--- src/rtl/vtisa_pkg.sv ---
// Shared ISA definitions: instruction width, opcodes and the fetch state encoding.
package vtisa_pkg;

    localparam int INSTR_WIDTH = 8;

    localparam logic [4:0] OP_LI = 5'b00001;
    localparam logic [4:0] OP_LD = 5'b00010;
    localparam logic [4:0] OP_ST = 5'b00011;

    // REQ: fetch outstanding for pc; VALID: instr holds pc's instruction;
    // FLUSH: a redirected fetch is waiting for its stale data to drain.
    typedef enum logic [1:0] {
        FETCH_REQ   = 2'd0,
        FETCH_VALID = 2'd1,
        FETCH_FLUSH = 2'd2
    } fetch_state_e;

endpackage

--- src/rtl/fetch_buffer.sv ---
// One-entry prefetch buffer holding the instruction at pc+1.
// Only present when FETCH_PREFETCH_EN is defined.
`ifdef FETCH_PREFETCH_EN
module fetch_buffer
    import vtisa_pkg::*;
(
    input  logic                   clk,
    input  logic                   reset,
    input  logic                   load,
    input  logic                   clear,
    input  logic [INSTR_WIDTH-1:0] load_data,
    output logic                   valid,
    output logic [INSTR_WIDTH-1:0] data
);

    // Clear wins over load; data is only meaningful while valid is set.
    always_ff @(posedge clk) begin
        if (reset || clear) begin
            valid <= 1'b0;
        end else if (load) begin
            valid <= 1'b1;
            data  <= load_data;
        end
    end

endmodule
`endif

--- src/rtl/fetch_unit.sv ---
// Instruction fetch unit: requests instructions from a one-cycle-ack memory,
// hands them to the decoder and handles redirects (jumps).
// Optional feature macro: FETCH_PREFETCH_EN (one-entry prefetch of pc+1).
//
// Memory handshake: imem_req/imem_addr are held stable from the cycle the
// request is raised until the cycle imem_ack is seen high; imem_rdata is only
// valid in that ack cycle. The decoder side uses fetch_source as "valid" and
// increment_pc as "consumed"; increment_pc has no effect while fetch_source=0.
module fetch_unit
    import vtisa_pkg::*;
#(
    parameter int                  PC_WIDTH = 8,
    parameter logic [PC_WIDTH-1:0] RESET_PC = '0
) (
    input  logic                   clk,
    input  logic                   reset,
    input  logic                   increment_pc,
    input  logic                   jump_en,
    input  logic [PC_WIDTH-1:0]    jump_target,
    output logic                   imem_req,
    output logic [PC_WIDTH-1:0]    imem_addr,
    input  logic                   imem_ack,
    input  logic [INSTR_WIDTH-1:0] imem_rdata,
    output logic [INSTR_WIDTH-1:0] instr,
    output logic                   fetch_source,
    output logic [PC_WIDTH-1:0]    pc,
    output logic [1:0]             fsm_state
);

    localparam logic [1:0] ST_REQ   = FETCH_REQ;
    localparam logic [1:0] ST_VALID = FETCH_VALID;
    localparam logic [1:0] ST_FLUSH = FETCH_FLUSH;

    logic [1:0]          state;
    logic [PC_WIDTH-1:0] flush_addr;  // address of the request being drained
    logic                drop_ack;    // first cycle after reset: stale ack
    logic                ack_ok;
    logic [PC_WIDTH-1:0] pc_inc;

    assign ack_ok    = imem_ack && !drop_ack;
    assign pc_inc    = pc + 1'b1;
    assign fsm_state = state;

`ifdef FETCH_PREFETCH_EN
    logic                   buf_valid;
    logic [INSTR_WIDTH-1:0] buf_data;
    logic                   buf_load;
    logic                   buf_clear;

    // Prefetch data parks in the buffer only when the decoder is not
    // consuming this cycle; any exit from VALID or a consume empties it.
    assign buf_load  = (state == ST_VALID) && !buf_valid && ack_ok &&
                       !increment_pc && !jump_en;
    assign buf_clear = (state != ST_VALID) || jump_en || increment_pc;

    fetch_buffer u_buf (
        .clk       (clk),
        .reset     (reset),
        .load      (buf_load),
        .clear     (buf_clear),
        .load_data (imem_rdata),
        .valid     (buf_valid),
        .data      (buf_data)
    );

    // In VALID the unit keeps fetching pc+1 until the buffer is full.
    assign imem_req  = !reset && ((state != ST_VALID) || !buf_valid);
    assign imem_addr = (state == ST_FLUSH) ? flush_addr :
                       (state == ST_VALID) ? pc_inc : pc;
`else
    assign imem_req  = !reset && (state != ST_VALID);
    assign imem_addr = (state == ST_FLUSH) ? flush_addr : pc;
`endif

    // Sequencing of requests, redirects and instruction hand-off.
    always_ff @(posedge clk) begin
        if (reset) begin
            state        <= ST_REQ;
            pc           <= RESET_PC;
            instr        <= '0;
            fetch_source <= 1'b0;
            flush_addr   <= RESET_PC;
            drop_ack     <= 1'b1;
        end else begin
            drop_ack <= 1'b0;
            case (state)
                ST_REQ: begin
                    if (jump_en) begin
                        // pc doubles as the latched target while draining.
                        pc         <= jump_target;
                        flush_addr <= pc;
                        state      <= ack_ok ? ST_REQ : ST_FLUSH;
                    end else if (ack_ok) begin
                        instr        <= imem_rdata;
                        fetch_source <= 1'b1;
                        state        <= ST_VALID;
                    end
                end
                ST_VALID: begin
                    if (jump_en) begin
                        pc           <= jump_target;
                        fetch_source <= 1'b0;
`ifdef FETCH_PREFETCH_EN
                        flush_addr   <= pc_inc;
                        state        <= (!buf_valid && !ack_ok) ? ST_FLUSH : ST_REQ;
`else
                        state        <= ST_REQ;
`endif
                    end else if (increment_pc) begin
                        pc <= pc_inc;
`ifdef FETCH_PREFETCH_EN
                        if (buf_valid) begin
                            instr <= buf_data;
                        end else if (ack_ok) begin
                            instr <= imem_rdata;
                        end else begin
                            // Prefetch still outstanding at the new pc: keep it.
                            fetch_source <= 1'b0;
                            state        <= ST_REQ;
                        end
`else
                        fetch_source <= 1'b0;
                        state        <= ST_REQ;
`endif
                    end
                end
                ST_FLUSH: begin
                    if (jump_en) begin
                        pc <= jump_target;
                    end
                    if (ack_ok) begin
                        state <= ST_REQ;
                    end
                end
                default: state <= ST_REQ;
            endcase
        end
    end

endmodule

--- config.mk ---
export PLATFORM = sky130hd
export DESIGN_NAME = fetch_unit
export DESIGN_NICKNAME = d
export VERILOG_FILES = /design/src/rtl/vtisa_pkg.sv /design/src/rtl/fetch_buffer.sv /design/src/rtl/fetch_unit.sv
export SDC_FILE = /design/constraint.sdc
export NUM_CORES = 1
export LEC_CHECK = 0
export ABC_AREA = 1
export BUFFER_PORTS_ARGS = -buffer_cell sky130_fd_sc_hd__buf_2
export CAP_MARGIN = 20
export CORE_ASPECT_RATIO = 1.4
export CORE_MARGIN = 4
export CORE_UTILIZATION = 52
export CTS_CLUSTER_DIAMETER = 100
export CTS_CLUSTER_SIZE = 40
export DETAILED_ROUTE_END_ITERATION = 16
export GPL_ROUTABILITY_DRIVEN = 0
export GPL_TIMING_DRIVEN = 0
export PLACE_DENSITY = 0.82
export SLEW_MARGIN = 25
export SYNTH_ARGS = -nofsm -noshare
export SYNTH_HDL_FRONTEND = slang
export SYNTH_SLANG_ARGS = --single-unit
--- constraint.sdc ---
create_clock -name clk -period 3.4 [get_ports clk]
set_clock_uncertainty 0.1 [all_clocks]
set_input_delay 0.51 -clock clk [delete_from_list [all_inputs] [get_ports clk]]
set_output_delay 0.51 -clock clk [all_outputs]
set_load 0.005 [all_outputs]
==> metrics.yaml, run 1 <==
power.density_mw_per_mm2: 401
crit_path_max_fanout: 10
synth_area_mm2: 0.00132
post_cts_buffers: 0
yosys_warnings: 0
worst_pin_slew_ns: 0.426
cts_buffers: 3
drtAntennaViolNets: 0
crit_arrival_ns: 1.60
cts_max_level: 1
slew_viol_final: 0
postCtsResizedCells: 0
die-area_mm2: 0.00343
rsz0062_at_grt: "no"
p_int_w: 0.000476
crit_end: "imem_addr[5]"
clkLatencyLatePin_ns: 0.31
hold_viol_final: 0
grt_pass1_vias: 1247
vias_per_cell: 4.96
fin_crit_sh: 0.651
port_buffers: 48
timing.setup.tns_ns: 0
end_kind: "output port"
cts_hold_buf: 0
r2r_cells: 8
vdd_drop_max_mv: 0.291
syn_nets: 217
hold_path_class: "input pin to flip-flop"
dp_worst_setup_slack_ns: 1.58
core_mm2: 0.00242
cts-root-buf: "clkbuf_4"
num_vias: 1393
seqCellArea_um2: 561
drc: 0
yosys_register_bits: 28
wl_per_cell_um: 11.0
grt_pass1_wl_um: 5350
multi_input_area_um2: 662
status: "complete, no violations"
crit_path_start_kind: "flip-flop"
grt_max_degree: 16
worst-setup-path-type: "flip-flop to output port"
pin_count: 49
synthCells: 195
critPathRequiredTime_ns: 2.79
routed_wl_um: 3090
cp-startpoint: "fsm_state[0]"
antenna-diode-count: 0
core.rowCount: 21
dpl-instance-area_mm2: 0.00161
ys_seq_area_frac: 0.424
dp.cells: 277
cap_viol_max_count: 0
cts_max_path_buffers: 2
drt-pass1-iter-count: 4
fin_ws_ns: 1.19
grtUsageTotal: 0.197
p_sw_w: 0.000181
finalSetupViolations: 0
drive_gt1_frac: 0.271
power_frac_seq: 0.562
cts_sinks: 28
r2r_start: "fsm_state[0]"
cts.clk_slew.worst_paths_ns: 0.14
switching_share: 0.275
dp_hpwl_um: 2430
area_growth_pct: 24.1
grt.overflow.total: 0
power.leakage_nw: 0.808
r2r_setup_slack_ns: 1.99
instances_no_fill: 281
nets: 270
rr_endpoint: "pc[6]"
fmax_mhz: 452
antenna_found_initial: 0
avgSynthCellArea_um2: 6.78
clkPwrFrac: 0.238
start_util: 0.547
cts_tree: "yes"
ys_types: 23
die_h_um: 67.7
postLayoutCellArea_mm2: 0.00164
drtIter0Drc: 27
fp.dieW_um: 50.6
slew_headroom: 0.716
min_period_ns: 2.21
hold_depth: 1
comb_power_share: 0.201
power_w: 0.000657
num-fill-cells: 246
[kinds of logic (layout without fill, tap and decap cells)]
logic type,Yosys count,in the layout,synth area share
adders and majority gates,1,1,0.00946
and+or+nand+nor,95,95,0.292
buffers and inverters,23,75,0.0757
muxes,2,2,0.0170
DFF,28,28,0.424
AOI/OAI and AO/OA,45,45,0.175
xor gates and xnor gates,1,1,0.00662
[layout make-up]
type,count,area share
Buffer,8,0.0267
Clock buffer,4,0.0221
Inverter,15,0.0343
Multi-Input combinational cell,144,0.403
Sequential cell,28,0.341
Tap cell,34,0.0259
Timing Repair Buffer,48,0.146
[power by group through the flow]
stage,combinational (W),sequential [W],clock (W)
floorplan,0.0000780,0.000375,0
global placement,0.000131,0.000376,0
detailed placement,0.000133,0.000376,0
CTS,0.000134,0.000369,0.000163
global route,0.000153,0.000373,0.000173
finish,0.000132,0.000369,0.000156
[cells in the final DEF, fill, tap and decap left out]
master	instances
nor2_1	46
buf_4	1
o21ai_2	1
inv_2	3
or2_2	2
inv_1	12
nor2_4	1
clkbuf_4	3
nand2_1	34
nor2_2	1
ha_1	1
nand2_2	1
clkbuf_8	1
dfxtp_1	28
buf_6	1
o21ai_1	1
buf_2	50
xor2_1	1
o21ai_0	20
clkbuf_1	3
mux2_2	2
a21oi_1	22
a211oi_1	1
buf_1	1
nand3_1	10
[synth_stat cells]
cell / n / share of area
inv_2: 3 / 0.0085
nor2_1: 46 / 0.13
nand2_1: 34 / 0.096
ha_1: 1 / 0.0095
o21ai_0: 20 / 0.076
a211oi_1: 1 / 0.0057
nand3_1: 10 / 0.038
xor2_1: 1 / 0.0066
o21ai_1: 1 / 0.0038
or2_2: 2 / 0.0095
buf_2: 2 / 0.0076
clkbuf_1: 3 / 0.0085
nor2_4: 1 / 0.0085
dfxtp_1: 28 / 0.42
buf_4: 1 / 0.0057
nand2_2: 1 / 0.0047
buf_1: 1 / 0.0028
buf_6: 1 / 0.0085
nor2_2: 1 / 0.0047
a21oi_1: 22 / 0.083
inv_1: 12 / 0.034
o21ai_2: 1 / 0.0066
mux2_2: 2 / 0.017
[metal layers]
| layer | vias up | part of all wire | track usage | wire length, um |
|---|---|---|---|---|
| li1 | 733 | - | - | - |
| met4 | 0 | 0.0068 | 0.0438 | 21 |
| met2 | 42 | 0.51 | 0.371 | 1570 |
| met3 | 4 | 0.060 | 0.0287 | 186 |
| met1 | 614 | 0.42 | 0.234 | 1310 |
| met5 | - | 0 | 0 | 0 |
[stage by stage]
step	hold slack, ns	util
floorplan	0.351	-
global placement	0.345	0.664
detailed placement	0.357	0.664
CTS	0.189	0.679
global route	0.185	0.679
finish	0.197	0.679
[flip-flops by register name, summed over array words and instances, names as in the netlist]
signal,flops
instr,8
drop_ack,1
fsm_state,2
flush_addr,8
fetch_source,1
pc,8
[worst min path at each step]
stage,from,endpoint,slack [ns]
global placement,fetch_source,fetch_source,0.34
floorplan,flush_addr[1],flush_addr[1],0.35
global route,reset,drop_ack,0.19
finish,reset,drop_ack,0.20
detailed placement,fetch_source,fetch_source,0.36
CTS,reset,drop_ack,0.19
[worst max-delay path, stage by stage, from the launching register on]
cell and delay [ns]:
dfxtp_1 0.46, inv_2 0.09, nand2_1 0.19, buf_2 0.24, nor2_1 0.05, a21oi_1 0.12, buf_2 0.13
No activity file was read; power rests on OpenSTA's default activity.
==> run 2, diff against run 1 <==
ABC_AREA = 0   (was 1)
CORE_UTILIZATION = 49   (was 52)
PLACE_DENSITY = 0.77   (was 0.82)
clock period = 2.1 ns   (was 3.4 ns; I/O delays follow)
==> run 2 against run 1 <==
  * Count of clock-buffer cells in the layout stayed put
  * Global-route usage is 0.70 points lower
  * Combinational power is 41% higher
  * Cell area is 5.4% higher
  * Non-clock buffer count is 2 higher
  * Core utilization is 3.1 points lower
  * Synthesized cell count is 24% lower
  * Sequential share of layout area is 1.7 points lower
  * Highest routed layer unchanged
==> metrics.yaml, run 2 <==
status: "complete, no violations"
min_period_ns: 1.98
wl_per_cell_um: 14.1
synth_area_mm2: 0.00138
netlist.area_leader.share: 0.406
critPathSlowestCell: "dfxtp_2"
timing.setup.tns_ns: 0
die_h_um: 70.8
synth.most_common_cell: "dfxtp_1"
worst_pin_slew_ns: 0.437
ys.flop_type: "dfxtp_1"
synth.area.top_cells: "dfxtp_1 (41%), mux2i_1 (12%), mux2_2 (7.3%)"
rsz0062_at_grt: "no"
power.density_mw_per_mm2: 595
avgSynthCellArea_um2: 9.32
worst-setup-path-type: "flip-flop to output port"
die-area_mm2: 0.00374
cts_sinks: 28
antenna-diode-count: 0
synthCells: 148
nets: 223
yosys_warnings: 0
port_buffers: 48
hold_slack_ns: 0.0225
num_vias: 1289
grtUsageTotal: 0.190
hold_path_class: "input pin to flip-flop"
dpl-instance-area_mm2: 0.00167
cts_hold_buf: 0
slew_viol_final: 0
fmax_mhz: 506
vias_per_cell: 5.46
cts.clk_slew.worst_paths_ns: 0.14
power.leakage_nw: 0.853
routed_wl_um: 3320
reg_top3: "flush_addr (8), instr (8), pc (8)"
cts_max_path_buffers: 2
cap_viol_max_count: 0
fp.dieW_um: 52.9
drc: 0
core_mm2: 0.00267
vdd_drop_max_mv: 0.488
ys_types: 37
clkLatencyLatePin_ns: 0.32
drt-pass1-iter-count: 5
synth_edf_count: 0
crit_path_max_fanout: 8
postLayoutCellArea_mm2: 0.00173
cts-root-buf: "clkbuf_4"
instances_no_fill: 236
area_growth_pct: 25.4
crit_path_start_kind: "flip-flop"
antenna_found_initial: 0
ys_seq_area_frac: 0.406
drtAntennaViolNets: 0
ys_async_sr_fraction: 0
dp.cells: 232
crit_arrival_ns: 1.56
cts_tree: "yes"
yosys_register_bits: 28
cts_max_level: 1
grt.overflow.total: 0
grt_max_degree: 16
finalSetupViolations: 0
end_kind: "output port"
power_w: 0.00103
final_common_cell: "buf_2"
mostFrequentLayoutCells: "buf_2 (49), dfxtp_1 (27), nor2_1 (22)"
grt_pass1_wl_um: 5530
yosys.area.top_type: "dfxtp_1"
drtIter0Drc: 50
slowest_delay_ns: 0.44
drive_gt1_frac: 0.390
slew_headroom: 0.709
syn_nets: 170
yosys-top-cells-count: "dfxtp_1 (28), nor2_1 (22), mux2i_1 (16)"
cp_cell_sequence: "inv_1 -> nor2_4 -> buf_12 -> mux2_2 -> buf_2"
dp_hpwl_um: 2580
critPathRequiredTime_ns: 1.68
grt_pass1_vias: 1256
core.rowCount: 22
cts_buffers: 3
pin_count: 49
hold_viol_final: 0
fin_crit_sh: 0.941
start_util: 0.517
[run 2: changes by cell type in the layout (fill, tap and decap cells not counted), sizes merged, moves of 4 or more]
cell	previous run	this run
mux2i	0	16
a21oi	22	10
nor2	48	23
mux2	2	9
nand3	10	6
inv	15	2
nand2	35	8
o21ai	22	7
[run 2: per-layer routing]
metal	part of all wire	up-vias	track usage
met5	0	-	0
met4	0.015	0	0.0852
met3	0.076	8	0.0463
met2	0.51	61	0.309
met1	0.40	595	0.231
li1	-	625	-
[run 2: path summary, 6_finish.rpt]
path                      from           end  slack, ns  cells after the start
hold / removal           reset      drop_ack       0.02                      1
setup reg to reg         pc[0]         pc[6]       0.54                      5
setup / recovery  fsm_state[1]  imem_addr[3]       0.12                      5
hold reg to reg   fetch_source  fetch_source       0.38                      2
[run 2: through the flow]
| stage | utilization | setup WS (ns) |
|---|---|---|
| after floorplan | - | 0.490 |
| after global placement | 0.624 | 0.236 |
| after detailed placement | 0.624 | 0.244 |
| after CTS | 0.641 | -0.0235 |
| after global routing | 0.648 | 0.0177 |
| final | 0.648 | 0.124 |
[run 2: cell families (layout without fill, tap and decap cells)]
logic type	Yosys count	after routing	share of synthesized area
and+or+nand+nor	52	52	0.187
buffers and inverters	12	64	0.0616
adders and majority gates	1	1	0.00906
muxes	25	25	0.189
AOI/OAI and AO/OA	30	30	0.147
DFF	28	28	0.406
[run 2: report_power, final]
part,internal (W),switching [W]
combinational,0.0000980,0.0000877
sequential,0.000557,0.0000266
clock,0.000106,0.000155
[run 2: cell type report]
| cell class | count | area (um2) |
|---|---|---|
| Clock buffer | 4 | 36.3 |
| Multi-Input combinational cell | 108 | 747 |
| Buffer | 9 | 72.6 |
| Timing Repair Buffer | 49 | 260 |
| Sequential cell | 28 | 562 |
| Inverter | 2 | 7.51 |
| Fill cell | 251 | 940 |
| Tap cell | 36 | 45.0 |
[run 2: what timing repair did]
action                                  4_1_cts  5_1_grt
pin swaps                                     1        1
endpoints found under the setup margin        8        8
setup buffers                                 0        1
gates resized for setup                       3        2
[run 2: critical path, delay by kind of cell (launching register included)]
family,cells,cell delay (ns)
flip-flops,1,0.44
multiplexers,1,0.33
AND/OR/NAND/NOR,1,0.10
buffers and inverters,3,0.36
==> run 3, diff against run 2 <==
CORE_UTILIZATION = 52   (was 49)
PLACE_DENSITY = 0.81   (was 0.77)
clock period = 2.3 ns   (was 2.1 ns; I/O delays follow)
==> run 3 against run 2 <==
  * Cell area is 2.3% lower
  * Flip-flop and latch count is the same
  * Sequential power decreased by 9.2%
  * Total power down 13%
  * Worst hold slack better by 0.035 ns
  * Global-route usage increased by 1.1 points
  * Critical endpoint is now imem_addr[0]
  * Largest cell class unchanged
  * Largest power group unchanged
  * Highest routed layer unchanged
==> metrics.yaml, run 3 (same netlist as run 2, synthesis figures left out) <==
r2r_cells: 5
worst_pin_slew_ns: 0.452
postCtsResizedCells: 0
nets: 223
r2r_start: "fsm_state[0]"
grt_pass1_vias: 1260
crit_path_max_fanout: 8
pin_count: 49
finalSetupViolations: 0
grt.overflow.total: 0
end_kind: "output port"
vdd_drop_max_mv: 0.407
reg_top3: "flush_addr (8), instr (8), pc (8)"
core_mm2: 0.00247
drive_gt1_frac: 0.382
cts_sinks: 28
worst-setup-path-type: "flip-flop to output port"
cts.clk_slew.worst_paths_ns: 0.14
grt_pass1_wl_um: 5470
dp_hpwl_um: 2560
cts_hold_buf: 0
core.rowCount: 21
cts_tree: "yes"
die-area_mm2: 0.00355
timing.setup.tns_ns: 0
num_vias: 1263
post_cts_buffers: 0
fp.dieW_um: 51.5
port_buffers: 48
cap_viol_max_count: 0
fin_util: 0.684
die_h_um: 69.0
r2r_setup_slack_ns: 0.79
drtIter0Drc: 29
grt_max_degree: 15
crit_arrival_ns: 1.70
drt-pass1-iter-count: 4
final_common_cell: "buf_2"
slew_headroom: 0.699
routed_wl_um: 3320
area_growth_pct: 22.5
fin_crit_sh: 0.934
crit_path_start_kind: "flip-flop"
mostFrequentLayoutCells: "buf_2 (49), dfxtp_1 (28), nor2_1 (22)"
cts_buffers: 3
rr_endpoint: "pc[5]"
power.leakage_nw: 0.837
antenna-diode-count: 0
min_period_ns: 2.15
cts_max_level: 1
rsz0062_at_grt: "no"
cp-startpoint: "fsm_state[1]"
power.density_mw_per_mm2: 530
cts-root-buf: "clkbuf_4"
clkLatencyLatePin_ns: 0.32
crit_end: "imem_addr[0]"
drc: 0
cts_max_path_buffers: 2
slew_viol_final: 0
antenna_found_initial: 0
hold_path_class: "input pin to flip-flop"
wl_per_cell_um: 14.3
grtUsageTotal: 0.201
status: "complete, no violations"
fmax_mhz: 465
vias_per_cell: 5.42
hold_viol_final: 0
drtAntennaViolNets: 0
start_util: 0.559
critPathRequiredTime_ns: 1.86
run 3: cell types whose count changed in the layout (fill, tap and decap cells not counted):
cell / before / now
mux2_2: 7 / 9
mux2_4: 2 / 0
buf_12: 1 / 0
clkbuf_2: 0 / 1
clkbuf_8: 1 / 0
dfxtp_1: 27 / 28
dfxtp_2: 1 / 0
run 3: cell type report:
class | count | area, um2
Buffer | 10 | 77.6
Clock buffer | 3 | 22.5
Fill cell | 228 | 779
Inverter | 2 | 7.51
Multi-Input combinational cell | 108 | 739
Sequential cell | 28 | 561
Tap cell | 34 | 42.5
Timing Repair Buffer | 48 | 240
run 3: power by group:
part	total [W]	switching, W	internal [W]
registers	0.000530	0.0000214	0.000508
logic	0.000166	0.0000818	0.0000842
clock network	0.000200	0.000139	0.0000615
run 3: metrics by stage:
step | std cells | power (W) | hold slack (ns) | setup slack [ns] | area (um2)
floorplan | 148 | 0.000636 | 0.273 | 0.660 | 1380
global placement | 230 | 0.000698 | 0.358 | 0.423 | 1660
detailed placement | 230 | 0.000706 | 0.367 | 0.399 | 1660
CTS | 233 | 0.000896 | 0.0523 | 0.0115 | 1690
global route | 233 | 0.000931 | 0.0493 | 0.0541 | 1690
finish | 233 | 0.000896 | 0.0573 | 0.152 | 1690
run 3: metal layers:
layer  GRT usage  part of all wire  vias up
li1            -                 -      626
met1       0.225              0.39      583
met2       0.358              0.52       50
met3      0.0409             0.088        4
met4      0.0984             0.010        0
met5           0                 0        -
run 3: critical path, stage by stage (launching register included):
cell and delay (ns):
dfxtp_1 0.35, clkbuf_2 0.19, inv_1 0.11, nor2_4 0.24, mux2_2 0.37, buf_2 0.13
run 3: worst min-delay path by stage:
stage | from | depth (start not counted) | slack, ns | endpoint
2_1_floorplan | reset | 0 | 0.27 | drop_ack
3_3_place_gp | fetch_source | 2 | 0.36 | fetch_source
3_5_place_dp | fetch_source | 2 | 0.37 | fetch_source
4_1_cts | reset | 1 | 0.05 | drop_ack
5_1_grt | reset | 1 | 0.05 | drop_ack
6_report | reset | 1 | 0.06 | drop_ack
